==> src/rtl/cpu_run_pkg.sv <==
// Shared encodings for the per-hart run/stall controller.
// State and halt-cause values are visible on debug ports, so they are fixed here.
package cpu_run_pkg;

    localparam logic [1:0] ST_HALT = 2'd0;
    localparam logic [1:0] ST_RUN  = 2'd1;
    localparam logic [1:0] ST_STEP = 2'd2;

    localparam logic [1:0] CAUSE_INIT = 2'b00;
    localparam logic [1:0] CAUSE_QUIT = 2'b01;
    localparam logic [1:0] CAUSE_BP   = 2'b10;
    localparam logic [1:0] CAUSE_STEP = 2'b11;

    typedef enum logic [1:0] {
        S_HALT = ST_HALT,
        S_RUN  = ST_RUN,
        S_STEP = ST_STEP
    } run_state_e;

    typedef logic [1:0] halt_cause_t;

    function automatic logic is_active(input run_state_e st);
        return (st == S_RUN) || (st == S_STEP);
    endfunction

endpackage

==> src/rtl/cpu_run_ctrl_hart.sv <==
// Single-hart run/halt/step FSM with its step counter.
// Event priority: init window, quit, breakpoint, final step retire, start, step.
module cpu_run_ctrl_hart
    import cpu_run_pkg::*;
#(
    parameter int STEP_W = 8
) (
    input  logic              i_clk,
    input  logic              i_rst,
    input  logic              i_init_win,
    input  logic              i_init_start,
    input  logic              i_start,
    input  logic              i_quit,
    input  logic              i_step,
    input  logic [STEP_W-1:0] i_step_cnt,
    input  logic              i_retire,
    input  logic              i_bp_hit,
    output logic              o_run,
    output halt_cause_t       o_cause,
    output logic              o_halted_pulse
);

    run_state_e        r_state;
    logic              r_run;
    halt_cause_t       r_cause;
    logic              r_pulse;
    logic [STEP_W-1:0] r_cnt;

    logic w_active;
    assign w_active = is_active(r_state);

    always_ff @(posedge i_clk) begin
        if (i_rst) begin
            r_state <= S_HALT;
            r_run   <= 1'b0;
            r_cause <= CAUSE_INIT;
            r_pulse <= 1'b0;
            r_cnt   <= '0;
        end else begin
            r_pulse <= 1'b0;
            if (i_init_win) begin
                // Boot request is level-sampled every window cycle; the last one wins.
                r_state <= i_init_start ? S_RUN : S_HALT;
                r_run   <= i_init_start;
                r_cnt   <= '0;
            end else if (i_quit && w_active) begin
                r_state <= S_HALT;
                r_run   <= 1'b0;
                r_cause <= CAUSE_QUIT;
                r_pulse <= 1'b1;
                r_cnt   <= '0;
            end else if (i_bp_hit && w_active) begin
                r_state <= S_HALT;
                r_run   <= 1'b0;
                r_cause <= CAUSE_BP;
                r_pulse <= 1'b1;
                r_cnt   <= '0;
            end else if (r_state == S_STEP && i_retire) begin
                if (r_cnt == STEP_W'(1)) begin
                    r_state <= S_HALT;
                    r_run   <= 1'b0;
                    r_cause <= CAUSE_STEP;
                    r_pulse <= 1'b1;
                    r_cnt   <= '0;
                end else if (r_cnt > STEP_W'(1)) begin
                    r_cnt <= r_cnt - STEP_W'(1);
                end
            end else if (i_start && r_state != S_RUN) begin
                // Leaving STEP for RUN drops whatever step budget was left.
                r_state <= S_RUN;
                r_run   <= 1'b1;
                r_cnt   <= '0;
            end else if (i_step && r_state == S_HALT && i_step_cnt != '0) begin
                r_state <= S_STEP;
                r_run   <= 1'b1;
                r_cnt   <= i_step_cnt;
            end
        end
    end

    assign o_run          = r_run;
    assign o_cause        = r_cause;
    assign o_halted_pulse = r_pulse;

endmodule

==> src/rtl/cpu_run_ctrl.sv <==
// Run/stall controller for NUM_HART harts: shared post-reset init window,
// per-hart FSMs driving each pipeline's stall input.
module cpu_run_ctrl
    import cpu_run_pkg::*;
#(
    parameter int NUM_HART = 2,
    parameter int INIT_DLY = 2,
    parameter int STEP_W   = 8
) (
    input  logic                  i_clk,
    input  logic                  i_rst,
    input  logic [NUM_HART-1:0]   i_init_cpu_start,
    input  logic [NUM_HART-1:0]   i_cpu_start,
    input  logic [NUM_HART-1:0]   i_quit_cmd,
    input  logic [NUM_HART-1:0]   i_step_cmd,
    input  logic [STEP_W-1:0]     i_step_cnt,
    input  logic [NUM_HART-1:0]   i_retire,
    input  logic [NUM_HART-1:0]   i_bp_hit,
    output logic [NUM_HART-1:0]   o_cpu_run_state,
    output logic [NUM_HART-1:0]   o_stall,
    output logic [2*NUM_HART-1:0] o_halt_cause,
    output logic [NUM_HART-1:0]   o_halted_pulse
);

    localparam int INIT_W = $clog2(INIT_DLY + 1);

    logic [INIT_W-1:0] r_init_cnt;
    logic              w_init_win;

    assign w_init_win = (r_init_cnt != '0);

    always_ff @(posedge i_clk) begin
        if (i_rst) begin
            r_init_cnt <= INIT_W'(INIT_DLY);
        end else if (w_init_win) begin
            r_init_cnt <= r_init_cnt - INIT_W'(1);
        end
    end

    for (genvar g = 0; g < NUM_HART; g++) begin : g_hart
        cpu_run_ctrl_hart #(
            .STEP_W(STEP_W)
        ) u_hart (
            .i_clk          (i_clk),
            .i_rst          (i_rst),
            .i_init_win     (w_init_win),
            .i_init_start   (i_init_cpu_start[g]),
            .i_start        (i_cpu_start[g]),
            .i_quit         (i_quit_cmd[g]),
            .i_step         (i_step_cmd[g]),
            .i_step_cnt     (i_step_cnt),
            .i_retire       (i_retire[g]),
            .i_bp_hit       (i_bp_hit[g]),
            .o_run          (o_cpu_run_state[g]),
            .o_cause        (o_halt_cause[2*g +: 2]),
            .o_halted_pulse (o_halted_pulse[g])
        );
    end

    assign o_stall = ~o_cpu_run_state;

endmodule
==> config.mk <==
export PLATFORM = sky130hd
export DESIGN_NAME = cpu_run_ctrl
export DESIGN_NICKNAME = d
export VERILOG_FILES = /design/src/rtl/cpu_run_pkg.sv /design/src/rtl/cpu_run_ctrl_hart.sv /design/src/rtl/cpu_run_ctrl.sv
export SDC_FILE = /design/constraint.sdc
export NUM_CORES = 1
export LEC_CHECK = 0
export BUFFER_PORTS_ARGS = -buffer_cell sky130_fd_sc_hd__buf_4
export CELL_PAD_IN_SITES_DETAIL_PLACEMENT = 1
export CELL_PAD_IN_SITES_GLOBAL_PLACEMENT = 1
export CORE_MARGIN = 3
export CORE_UTILIZATION = 41
export DETAILED_ROUTE_END_ITERATION = 10
export GPL_TIMING_DRIVEN = 0
export HOLD_SLACK_MARGIN = 0.08
export MAX_ROUTING_LAYER = met4
export PLACE_DENSITY_LB_ADDON = 0.1
export SLEW_MARGIN = 20
export SYNTH_ARGS = -nofsm -noshare
export SYNTH_HDL_FRONTEND = slang
export SYNTH_HIERARCHICAL = 1
export SYNTH_SLANG_ARGS = --single-unit
==> constraint.sdc <==
create_clock -name i_clk -period 2.55 [get_ports i_clk]
set_clock_uncertainty 0.2 [all_clocks]
set_input_delay 0.255 -clock i_clk [delete_from_list [all_inputs] [get_ports i_clk]]
set_output_delay 0.255 -clock i_clk [all_outputs]
set_load 0.02 [all_outputs]
# [Word-level counts from Yosys, hierarchy flattened]
# Cells that the tools add are included.
[word_totals] regBits=30 output_inout_bits=10 word_cells=121
[classes] add_sub_neg=3 n_lt_le_gt_ge=2 eq_ne=12 n_mux=56 bitwise=2 n_reduce_logical=35
[op_table] op="8-bit 2-to-1 mux" count=10
[op_table] op="2-bit 2-to-1 mux" count=22
[op_table] op="1-bit 2-to-1 mux" count=24
[op_table] op="3-bit nonzero test" count=6
[op_table] op="8-bit by 1-bit equality test with 1-bit output (second input constant)" count=2
[op_table] op="8-bit by 1-bit greater-than comparator with 1-bit output (second input constant)" count=2
[op_table] op="8-bit by 1-bit subtractor with 8-bit output (second input constant)" count=2
[op_table] op="1-bit logical AND" count=12
[op_table] op="6-bit nonzero test" count=2
[op_table] op="2-bit AND reduction" count=4
[op_table] op="8-bit nonzero test" count=1
[op_table] op="4-bit OR reduction" count=2
[op_table] op="3-bit inequality test (second input constant)" count=2
[op_table] op="3-bit AND reduction" count=2
[op_table] op="5-bit by 2-bit inequality test with 1-bit output (second input constant)" count=1
[op_table] op="5-bit by 3-bit inequality test with 1-bit output (second input constant)" count=1
[op_table] op="2-bit by 1-bit equality test with 1-bit output (second input constant)" count=2
[op_table] op="2-bit equality test (second input constant)" count=2
[op_table] op="2-bit zero test" count=2
[op_table] op="2-bit by 1-bit inequality test with 1-bit output (second input constant)" count=2
[op_table] op="1-bit logical OR" count=2
[op_table] op="2-bit NOT" count=1
[op_table] op="2-bit nonzero test" count=1
[op_table] op="2-bit OR reduction" count=1
[op_table] op="2 further kinds" count=2

# [Logic depth before layout (Yosys ltp)]
# Gate-level depths: netlist (run 1).
[depth] word_depth=9 depth_mapped=8 ltp_nobuf=7

# [Cells and area by module]
# Netlist (run 1), hierarchy kept.
[modules_own_cells] module="cpu_run_ctrl_hart (g_hart[0].u_hart)" n_inst=1 cells_each=102 area_each_um2=877.1 seq_area_each_um2=280.3
[modules_own_cells] module="cpu_run_ctrl_hart (g_hart[1].u_hart)" n_inst=1 cells_each=109 area_each_um2=877.1 seq_area_each_um2=280.3
[modules_own_cells] module="cpu_run_ctrl" n_inst=1 cells_each=13 area_each_um2=105.1 seq_area_each_um2=40.0

# [Least setup slack after synthesis (run 1)]
# No wires, ideal clock.
[synth_timing] path_type="register -> register" startpoint="register g_hart[0].u_hart.r_cnt[0]" endpoint="register g_hart[0].u_hart.r_cnt[4]" setup_ns=0.117 arrival_time_ns=1.653 required_ns=2.233 path_slack_ns=0.580 stages_incl_launch_ff=8 path_buffers=1 period_less_slack_ns=1.970 path_cell_list="dfxtp_1 inv_1 ha_1 or3b_2 nor4_2 a21oi_2 buf_6 a32o_1"
[synth_via] elab_chain_len=4
[synth_lines] item="start: declaration" line="cpu_run_ctrl_hart.sv:27" source="logic [STEP_W-1:0] r_cnt;"
[synth_lines] item="start signal: assignment" line="cpu_run_ctrl_hart.sv:66" source="r_cnt <= r_cnt - STEP_W'(1);"
[synth_lines] item="start signal: assignment" line="cpu_run_ctrl_hart.sv:76" source="r_cnt <= i_step_cnt;"
[synth_lines] item="8-bit by 1-bit subtractor with 8-bit output" line="cpu_run_ctrl_hart.sv:66"
[synth_lines] item="8-bit 2-to-1 mux" line="cpu_run_ctrl_hart.sv:65" source="end else if (r_cnt > STEP_W'(1)) begin"
[synth_lines] item="8-bit 2-to-1 mux" line="cpu_run_ctrl_hart.sv:59" source="if (r_cnt == STEP_W'(1)) begin"
[synth_lines] item="8-bit 2-to-1 mux" line="cpu_run_ctrl_hart.sv:58" source="end else if (r_state == S_STEP && i_retire) begin"
# Several ways; a longest one is shown, not always the timed one. The select of a mux whose other input is x is not followed.
# A chain may end at the register's enable or synchronous reset.

# [Worst setup path after layout (run 1)]
[layout_timing] startpoint="register g_hart[1].u_hart.r_cnt[0]" endpoint="register g_hart[1].u_hart.r_cnt[0]"
[layout_via] elab_chain_len=4
[layout_lines] item="start: declaration" line="cpu_run_ctrl_hart.sv:27"
[layout_lines] item="start signal: assignment" line="cpu_run_ctrl_hart.sv:66"
[layout_lines] item="start signal: assignment" line="cpu_run_ctrl_hart.sv:76"
[layout_lines] item="8-bit by 1-bit subtractor with 8-bit output" line="cpu_run_ctrl_hart.sv:66"
[layout_lines] item="8-bit 2-to-1 mux" line="cpu_run_ctrl_hart.sv:65"
[layout_lines] item="8-bit 2-to-1 mux" line="cpu_run_ctrl_hart.sv:59"
[layout_lines] item="8-bit 2-to-1 mux" line="cpu_run_ctrl_hart.sv:58"
# Several ways; a longest one is shown, not always the timed one. The select of a mux whose other input is x is not followed.

==> impl_metrics.json, run 1 <==
{
  "status": "finished clean",
  "p_int_mw": 1.05,
  "n_fill_cell": 527,
  "firstDrtPassIters": 4,
  "p_per_area_mw_per_mm2": 731,
  "crit_fanout": 10,
  "die_h_um": 73.3,
  "synth_area_mm2": 0.00186,
  "syn_area_per_cell_um2": 8.30,
  "num_rows": 23,
  "place_hpwl_mm": 3.92,
  "place_congestion": 0.790,
  "cap_violations": 0,
  "setup_viol": 0,
  "root_buffer": "clkbuf_8",
  "hold_class": "in2reg",
  "track_usage_pct": 21.6,
  "numPortBuffers": 31,
  "comb_power_share_pct": 41.3,
  "die-area_mm2": 0.00538,
  "grt_overflow": 0,
  "worst_ep_arrival_time_ns": 2.33,
  "vias_per_cell": 5.77,
  "cts.sinks": 30,
  "final_hold_viol_count": 0,
  "finalSetupTns_ns": 0,
  "ant_nets": 0,
  "num_vias": 1841,
  "io_pins": 32,
  "drc": 0,
  "synth_edf_count": 0,
  "ys_types": 54,
  "finalWirelength_mm": 5.23,
  "yosys_warnings": 6,
  "clkLatencyLatePin_ns": 0.28,
  "diodes": 0,
  "synthArstFlopShare_pct": 0,
  "slew_viol_final": 0,
  "grt_pass1_wl_mm": 8.87,
  "place_ws_ns": 0.248,
  "ir_drop_v": 0.000395,
  "dp_cells": 305,
  "pwr-share-seq_pct": 34.6,
  "max_clock_freq_mhz": 429,
  "cts_tree": "yes",
  "grt_max_degree": 15,
  "synthesis.instances": 224,
  "core_area_mm2": 0.00417,
  "grt_pass1_vias": 1827,
  "fin_crit_sh_pct": 91.4,
  "p_switching_mw": 0.638,
  "drt-wirelength-per-cell_um": 16.4,
  "hold_slack_ns": 0.131,
  "cts.clk_slew.worst_paths_ns": 0.07,
  "final_cells": 319,
  "initial_core_util_pct": 44.6,
  "synthToLayoutAreaGrowth_pct": 24.0,
  "criticalPathCategory": "reg2reg",
  "p_clk_share_pct": 24.2,
  "layout-drive-gt1-share_pct": 21.9,
  "ys_ff_latch": 30,
  "synth_fp_nets": 257,
  "antenna_found_initial": 0,
  "tightest_slew_ns": 0.497,
  "post-route-util_pct": 55.3,
  "fin_nets": 301,
  "slew_headroom_pct": 66.9,
  "p_leak_nw": 0.927,
  "rsz0062_at_grt": "false",
  "crit_required_ns": 2.55,
  "seq_area_frac_synth_pct": 32.3,
  "period_needed_ns": 2.33,
  "worst_slack_ns": 0.219,
  "initialDrtViolationCount": 106,
  "die_width_um": 73.3,
  "p_sw_share_pct": 37.9,
  "cts_buffers": 5,
  "cts_resized": 0,
  "h-tree-depth": 2,
  "ys.flop_type": "dfxtp_1",
  "crit_path_end_kind": "flip-flop",
  "clockBufferDepth": 2,
  "critPathLaunchType": "flip-flop"
}
[layout make-up]
type	count	area [µm²]	area share (%)
buffer	5	32.5	1.41
clock buffer	7	86.3	3.74
clock inverter	1	5.00	0.217
inverter	17	63.8	2.77
multi-input combinational	172	1160	50.4
sequential	30	601	26.0
tap	50	62.6	2.71
timing repair buffer	37	293	12.7
[Yosys cell counts (all sizes together) (5+ instances only)]
cell type / number / area share [%]
dfxtp: 30 / 32
nor2: 24 / 4.8
a21oi: 17 / 5.2
inv: 17 / 3.4
o21ai: 15 / 4.2
ha: 11 / 7.4
nand2: 11 / 2.2
a22oi: 8 / 3.2
a211oi: 7 / 2.8
nor3: 7 / 2.2
nor4: 6 / 2.4
nand2b: 5 / 1.7
nor2b: 5 / 1.7
or2: 5 / 1.7
or4: 5 / 2.4
[critical path, stage by stage, from the launching register on]
cell	delay, ns
dfxtp_1	0.34
inv_1	0.14
ha_1	0.24
nor3b_1	0.45
nand4_1	0.19
o21ai_2	0.17
buf_4	0.24
a221oi_1	0.06
a211oi_1	0.22
[routing by layer]
metal  part of all wire [%]  GRT usage, %  wire length (µm)
met1                     47          27.9              2440
met2                     48          34.8              2530
met3                    3.9          4.10               203
met4                    1.1          5.43                57
met5                      0             -                 0
[through the flow]
step	total power, mW	area [µm²]
global placement	1.26	2150
global route	1.81	2310
detailed placement	1.28	2150
CTS	1.70	2310
finish	1.68	2310
floorplan	1.07	1860
[state kept, by name, indices dropped and copies added, names as in the netlist]
name and cells:
g_hart.u_hart/o_cause 4, g_hart.u_hart/o_run 2, r_init_cnt 2, g_hart.u_hart/r_cnt 16, g_hart.u_hart/r_state 4, g_hart.u_hart/o_halted_pulse 2
[power groups by stage]
stage	logic (mW)	clock network, mW	registers (mW)
floorplan	0.469	0	0.604
global placement	0.669	0	0.589
detailed placement	0.687	0	0.592
CTS	0.697	0.419	0.582
global route	0.775	0.449	0.591
finish	0.695	0.407	0.583
[cells in the final DEF, fill, tap and decap left out, types with 6 or more instances in the layout]
master,n
a211oi_1,7
a21oi_1,14
a22oi_1,8
buf_4,32
clkbuf_8,6
dfxtp_1,30
dlygate4sd3_1,6
ha_1,11
inv_1,17
nand2_1,11
nor2_1,24
nor3_1,6
o21ai_0,11
[logic make-up (layout without fill, tap and decap cells)]
kind of cell / Yosys count / count (layout) / synth area share [%]
buffers and inverters: 22 / 67 / 5.18
xor gates and xnor gates: 4 / 4 / 1.88
and+or+nand+nor: 83 / 83 / 24.8
adders and majority gates: 11 / 11 / 7.40
DFF: 30 / 30 / 32.3
muxes: 1 / 1 / 0.538
AOI/OAI and AO/OA: 73 / 73 / 27.9
[worst paths after layout]
kind | end | startpoint | depth (start not counted) | slack (ns)
hold reg to reg | g_hart[1].u_hart/r_cnt[6] | g_hart[1].u_hart/r_cnt[6] | 2 | 0.30
hold / removal | g_hart[0].u_hart/r_cnt[3] | i_step_cnt[3] | 3 | 0.13
setup / recovery | g_hart[1].u_hart/r_cnt[0] | g_hart[1].u_hart/r_cnt[0] | 8 | 0.22
setup reg to reg | g_hart[1].u_hart/r_cnt[0] | g_hart[1].u_hart/r_cnt[0] | 8 | 0.22
[timing repair]
| action | 4_1_cts | 5_1_grt |
|---|---|---|
| setup buffers | 0 | 0 |
| hold endpoints to repair | 9 | 0 |
| hold buffers | 6 | 0 |
Note: power is estimated with default switching activity, not from simulation.
==> run 2, diff against run 1 <==
--- a/config.mk
+++ b/config.mk
@@ -9,7 +9,7 @@
 export CELL_PAD_IN_SITES_DETAIL_PLACEMENT = 1
 export CELL_PAD_IN_SITES_GLOBAL_PLACEMENT = 1
 export CORE_MARGIN = 3
-export CORE_UTILIZATION = 41
+export CORE_UTILIZATION = 37
 export DETAILED_ROUTE_END_ITERATION = 10
 export GPL_TIMING_DRIVEN = 0
 export HOLD_SLACK_MARGIN = 0.08
==> constraint.sdc (replaced) <==
create_clock -name i_clk -period 2 [get_ports i_clk]
set_clock_uncertainty 0.2 [all_clocks]
set_input_delay 0.2 -clock i_clk [delete_from_list [all_inputs] [get_ports i_clk]]
set_output_delay 0.2 -clock i_clk [all_outputs]
set_load 0.02 [all_outputs]
==> run 2 against run 1 <==
- power is 53% higher
- count of clock-buffer cells in the layout fell by 1
- fmax grew 19%
- first-iteration DRC count shrank 46%
- combinational power is 91% higher
- non-clock buffer count grew 34
- critical endpoint is now g_hart[0].u_hart/r_cnt[4]
- global-route usage shrank 0.27 points
- cell area rose by 23%
- core utilization rose by 4.2 points
- largest power group unchanged
- sequential share of layout area shrank 4.4 points
- sequential cell count unchanged
- clock power up 19%
==> impl_metrics.json, run 2 (same netlist as run 1, synthesis figures left out) <==
{
  "status": "finished clean",
  "cts.sinks": 30,
  "crit_path_end_kind": "flip-flop",
  "cts.clk_slew.worst_paths_ns": 0.07,
  "crit_path_top_delay_cell": "or4_4",
  "dp_cells": 322,
  "num_vias": 2043,
  "clkLatencyLatePin_ns": 0.28,
  "num_rows": 25,
  "top_register": "g_hart.u_hart/r_cnt",
  "numPortBuffers": 31,
  "setup_viol": 0,
  "place_congestion": 0.814,
  "firstDrtPassIters": 4,
  "place_hpwl_mm": 3.98,
  "ir_drop_v": 0.000514,
  "h-tree-depth": 2,
  "slew_headroom_pct": 67.7,
  "fin_nets": 335,
  "drc": 0,
  "grt_overflow": 0,
  "rsz0062_at_grt": "true",
  "place_ws_ns": -0.327,
  "grt_pass1_vias": 2026,
  "finalWirelength_mm": 6.64,
  "crit_required_ns": 1.97,
  "die_width_um": 76.9,
  "max_clock_freq_mhz": 511,
  "track_usage_pct": 21.3,
  "fin_crit_sh_pct": 97.8,
  "synthToLayoutAreaGrowth_pct": 53.0,
  "final_cells": 368,
  "die_h_um": 76.9,
  "hold_class": "in2reg",
  "diodes": 0,
  "crit_fanout": 6,
  "final_cell_mix": "buf_4 (60), dfxtp_1 (23), nor2_1 (20), inv_1 (12), dlygate4sd3_1 (10)",
  "vias_per_cell": 5.55,
  "cts_tree": "yes",
  "slew_viol_final": 0,
  "ant_nets": 0,
  "p_per_area_mw_per_mm2": 904,
  "worst_slack_ns": 0.0442,
  "largest_reg_flops": 16,
  "worst_ep_arrival_time_ns": 1.92,
  "cp_cell_sequence": "or4_4 -> nor4_4 -> a21oi_4 -> buf_6 -> a32o_1",
  "tightest_slew_ns": 0.481,
  "criticalPathCategory": "reg2reg",
  "period_needed_ns": 1.96,
  "grt_pass1_wl_mm": 9.87,
  "layout.cells.most_common": "buf_4",
  "core_area_mm2": 0.00479,
  "slowest_delay_ns": 0.55,
  "final_hold_viol_count": 0,
  "p_leak_nw": 1.15,
  "root_buffer": "clkbuf_8",
  "cts_buffers": 5,
  "cap_violations": 0,
  "io_pins": 32,
  "drt-wirelength-per-cell_um": 18.1,
  "grt_max_degree": 15,
  "antenna_found_initial": 0,
  "initialDrtViolationCount": 57,
  "finalSetupTns_ns": 0,
  "initial_core_util_pct": 38.8,
  "die-area_mm2": 0.00591,
  "clockBufferDepth": 2,
  "layout-drive-gt1-share_pct": 45.2,
  "critPathLaunchType": "flip-flop"
}
[run 2: cell count changes in the layout (fill, tap and decap cells not counted), moves of 5 or more]
cell | before | now
buf_4 | 32 | 60
dfxtp_1 | 30 | 23
ha_1 | 11 | 5
a21oi_1 | 14 | 9
inv_1 | 17 | 12
[run 2: path summary, 6_finish.rpt]
check                       startpoint                     endpoint  slack, ns  cells after the start
max reg2reg  g_hart[0].u_hart/r_cnt[5]    g_hart[0].u_hart/r_cnt[4]       0.04                      5
min reg2reg     g_hart[1].u_hart/o_run       g_hart[1].u_hart/o_run       0.30                      2
min                i_init_cpu_start[1]  g_hart[1].u_hart/r_state[0]       0.09                      4
max          g_hart[0].u_hart/r_cnt[5]    g_hart[0].u_hart/r_cnt[4]       0.04                      5
[run 2: area by class of cell]
cell class	count	area [µm²]
timing repair buffer	72	567
buffer	4	41.3
sequential	30	617
tap	67	83.8
clock buffer	6	82.6
fill	560	1940
multi-input combinational	172	1380
inverter	17	72.6
[run 2: power by group]
| part | switching (mW) | internal [mW] |
|---|---|---|
| logic | 0.676 | 0.653 |
| registers | 0.0799 | 0.680 |
| clock network | 0.220 | 0.265 |
[run 2: per-layer routing]
metal  vias to the layer above  routed length (µm)  share of wire (%)  global-route usage (%)
met5                         -                   0                  0                       -
met4                         0                 127                1.9                    5.62
li1                        989                   -                  -                       -
met1                      1001                2990                 45                    25.7
met3                        15                 202                3.0                    4.11
met2                        38                3320                 50                    36.3
[run 2: metrics by stage]
step / hold WS (ns) / util (%) / power [mW] / cell area (µm²)
after floorplan: 0.0691 / - / 1.37 / 1860
after global placement: 0.211 / 45.5 / 1.62 / 2180
after detailed placement: 0.218 / 45.5 / 1.64 / 2180
after CTS: -0.0100 / 53.3 / 2.30 / 2550
after global routing: 0.129 / 59.5 / 2.75 / 2850
final: 0.0913 / 59.5 / 2.57 / 2850
[run 2: timing repair]
action	CTS	global route
setup buffers	9	21
pin swaps	3	14
endpoints found under the setup margin	25	25
resized for setup	34	41
endpoints found under the hold margin	12	8
hold buffers	9	1
cloned	1	0
[run 2: worst max-delay path, delay by kind of cell, from the launching register on]
family	cells	cell delay [ns]
flip-flops	1	0.37
buffers and inverters	1	0.16
AO/OA/AOI/OAI	2	0.30
AND/OR/NAND/NOR	2	0.82
==> run 3, diff against run 2 <==
--- a/config.mk
+++ b/config.mk
@@ -6,15 +6,14 @@
 export NUM_CORES = 1
 export LEC_CHECK = 0
 export BUFFER_PORTS_ARGS = -buffer_cell sky130_fd_sc_hd__buf_4
-export CELL_PAD_IN_SITES_DETAIL_PLACEMENT = 1
-export CELL_PAD_IN_SITES_GLOBAL_PLACEMENT = 1
 export CORE_MARGIN = 3
-export CORE_UTILIZATION = 37
+export CORE_UTILIZATION = 45
 export DETAILED_ROUTE_END_ITERATION = 10
 export GPL_TIMING_DRIVEN = 0
 export HOLD_SLACK_MARGIN = 0.08
 export MAX_ROUTING_LAYER = met4
-export PLACE_DENSITY_LB_ADDON = 0.1
+export PLACE_DENSITY = 0.69
+export SETUP_SLACK_MARGIN = 0.5
 export SLEW_MARGIN = 20
 export SYNTH_ARGS = -nofsm -noshare
 export SYNTH_HDL_FRONTEND = slang
==> run 3 against run 2 <==
- global-route usage grew 5.1 points
- register-to-register slack is essentially flat
- combinational power increased by 9%
- sequential power up 0.5%
- first-iteration DRC count is 86% higher
- die area down 16%
- hold slack worse by 0.020 ns
- final cell count down 1.4%
==> impl_metrics.json, run 3 (same netlist as run 1, synthesis figures left out) <==
{
  "status": "finished clean",
  "initialDrtViolationCount": 106,
  "slew_headroom_pct": 64.5,
  "critPathLaunchType": "flip-flop",
  "final_cells": 363,
  "crit_required_ns": 1.98,
  "clockBufferDepth": 2,
  "period_needed_ns": 1.95,
  "top_register": "g_hart.u_hart/r_cnt",
  "p_per_area_mw_per_mm2": 866,
  "vias_per_cell": 5.96,
  "place_congestion": 0.895,
  "num_vias": 2164,
  "clkLatencyLatePin_ns": 0.28,
  "criticalPathCategory": "reg2reg",
  "track_usage_pct": 26.4,
  "fin_nets": 347,
  "final_cell_mix": "buf_4 (65), nor2_1 (17), dfxtp_1 (17), dlygate4sd3_1 (11)",
  "dp_cells": 303,
  "placed_area_mm2": 0.00237,
  "firstDrtPassIters": 4,
  "final_hold_viol_count": 0,
  "p_total_mw": 2.80,
  "regArea_um2": 634,
  "crit_fanout": 7,
  "hold_slack_ns": 0.0716,
  "grt_pass1_wl_mm": 10.3,
  "crit_path_top_delay_cell": "or3b_4",
  "h-tree-depth": 2,
  "critPathTopFamily": "simple AND/OR/NAND/NOR gates",
  "multi_input_comb_area_mm2": 0.00161,
  "initial_core_util_pct": 48.6,
  "diodes": 0,
  "numPortBuffers": 31,
  "io_pins": 32,
  "holdBufCountCts": 11,
  "slew_viol_final": 0,
  "cts.sinks": 30,
  "largest_reg_flops": 16,
  "p_leak_nw": 1.29,
  "slowest_delay_ns": 0.41,
  "antenna_found_initial": 0,
  "num_rows": 22,
  "cts.clk_slew.worst_paths_ns": 0.07,
  "root_buffer": "clkbuf_8",
  "die_width_um": 70.3,
  "layout-drive-gt1-share_pct": 59.0,
  "ant_nets": 0,
  "cp_cell_sequence": "inv_4 -> ha_4 -> or3b_4 -> nor4_4 -> a21oi_4 -> buf_6 -> o211a_1",
  "hold_class": "in2reg",
  "finalWirelength_mm": 6.62,
  "worst_ep_arrival_time_ns": 1.93,
  "max_clock_freq_mhz": 513,
  "rsz0062_at_grt": "true",
  "layout.cells.most_common": "buf_4",
  "crit_path_end_kind": "flip-flop",
  "grt_overflow": 0,
  "cts_tree": "yes",
  "grt_max_degree": 11,
  "ir_drop_v": 0.000601,
  "fin_area_mm2": 0.00324,
  "setup_viol": 0,
  "core_area_mm2": 0.00383,
  "die_h_um": 70.3,
  "fin_crit_sh_pct": 97.6,
  "cap_violations": 0,
  "post-route-util_pct": 84.6,
  "cts_buffers": 5,
  "grt_pass1_vias": 2153,
  "path_buf_inv": 2,
  "n_fill_cell": 218,
  "die-area_mm2": 0.00494,
  "synthToLayoutAreaGrowth_pct": 74.0,
  "drc": 0,
  "tightest_slew_ns": 0.527,
  "place_hpwl_mm": 3.59,
  "drt-wirelength-per-cell_um": 18.2
}
[run 3: cell count changes in the layout (fill, tap and decap cells not counted), sizes merged]
| cell | before | now |
|---|---|---|
| dlygate4sd3 | 10 | 11 |
| buf | 65 | 76 |
| clkbuf | 7 | 9 |
| clkinvlp | 1 | 0 |
| inv | 16 | 17 |
[run 3: path summary, 6_finish.rpt]
| path | start | endpoint | slack, ns | cells past startpoint |
|---|---|---|---|---|
| setup reg to reg | g_hart[0].u_hart/r_cnt[0] | g_hart[0].u_hart/r_cnt[7] | 0.05 | 7 |
| setup / recovery | g_hart[0].u_hart/r_cnt[0] | g_hart[0].u_hart/r_cnt[7] | 0.05 | 7 |
| hold / removal | i_cpu_start[1] | g_hart[1].u_hart/r_state[1] | 0.07 | 4 |
| hold reg to reg | g_hart[1].u_hart/o_run | g_hart[1].u_hart/o_run | 0.30 | 2 |
[run 3: area by class of cell]
type,instances,area share (%)
sequential,30,19.6
tap,48,1.86
buffer,5,1.70
timing repair buffer,83,21.2
multi-input combinational,172,49.7
inverter,17,2.59
clock buffer,8,3.40
[run 3: worst register-to-register path, delay by kind of cell (launching register included)]
| family | cells | cell delay, ns |
|---|---|---|
| flops | 1 | 0.37 |
| buf+inv | 2 | 0.23 |
| fa+ha+maj | 1 | 0.12 |
| compound gates | 2 | 0.30 |
| simple gates | 2 | 0.63 |
[run 3: routing by layer]
| metal | wire (µm) | up-vias | share of wire (%) | GRT usage [%] |
|---|---|---|---|---|
| met1 | 2670 | 1037 | 40 | 29.7 |
| met2 | 3380 | 82 | 51 | 44.1 |
| li1 | - | 1019 | - | - |
| met4 | 197 | 0 | 3.0 | 11.9 |
| met3 | 359 | 26 | 5.4 | 6.47 |
| met5 | 0 | - | 0 | - |
[run 3: timing repair]
action | in CTS | in global routing
cloned | 2 | 0
pin swaps | 23 | 18
buffers inserted | 30 | 9
setup endpoints to repair | 28 | 28
gates resized for setup | 55 | 37
endpoints found under the hold margin | 15 | 1
[run 3: power breakdown]
group          internal (mW)  switching (mW)  total, mW
clock                  0.347           0.238      0.586
sequential             0.681          0.0838      0.764
combinational          0.716           0.735       1.45
[run 3: stage by stage]
| step | worst slack, ns | TNS, ns |
|---|---|---|
| detailed placement | -0.0451 | -0.0833 |
| global placement | -0.0319 | -0.0547 |
| global route | -0.0218 | -0.0649 |
| floorplan | 0.131 | 0 |
| CTS | 0.0862 | 0 |
| finish | 0.0489 | 0 |
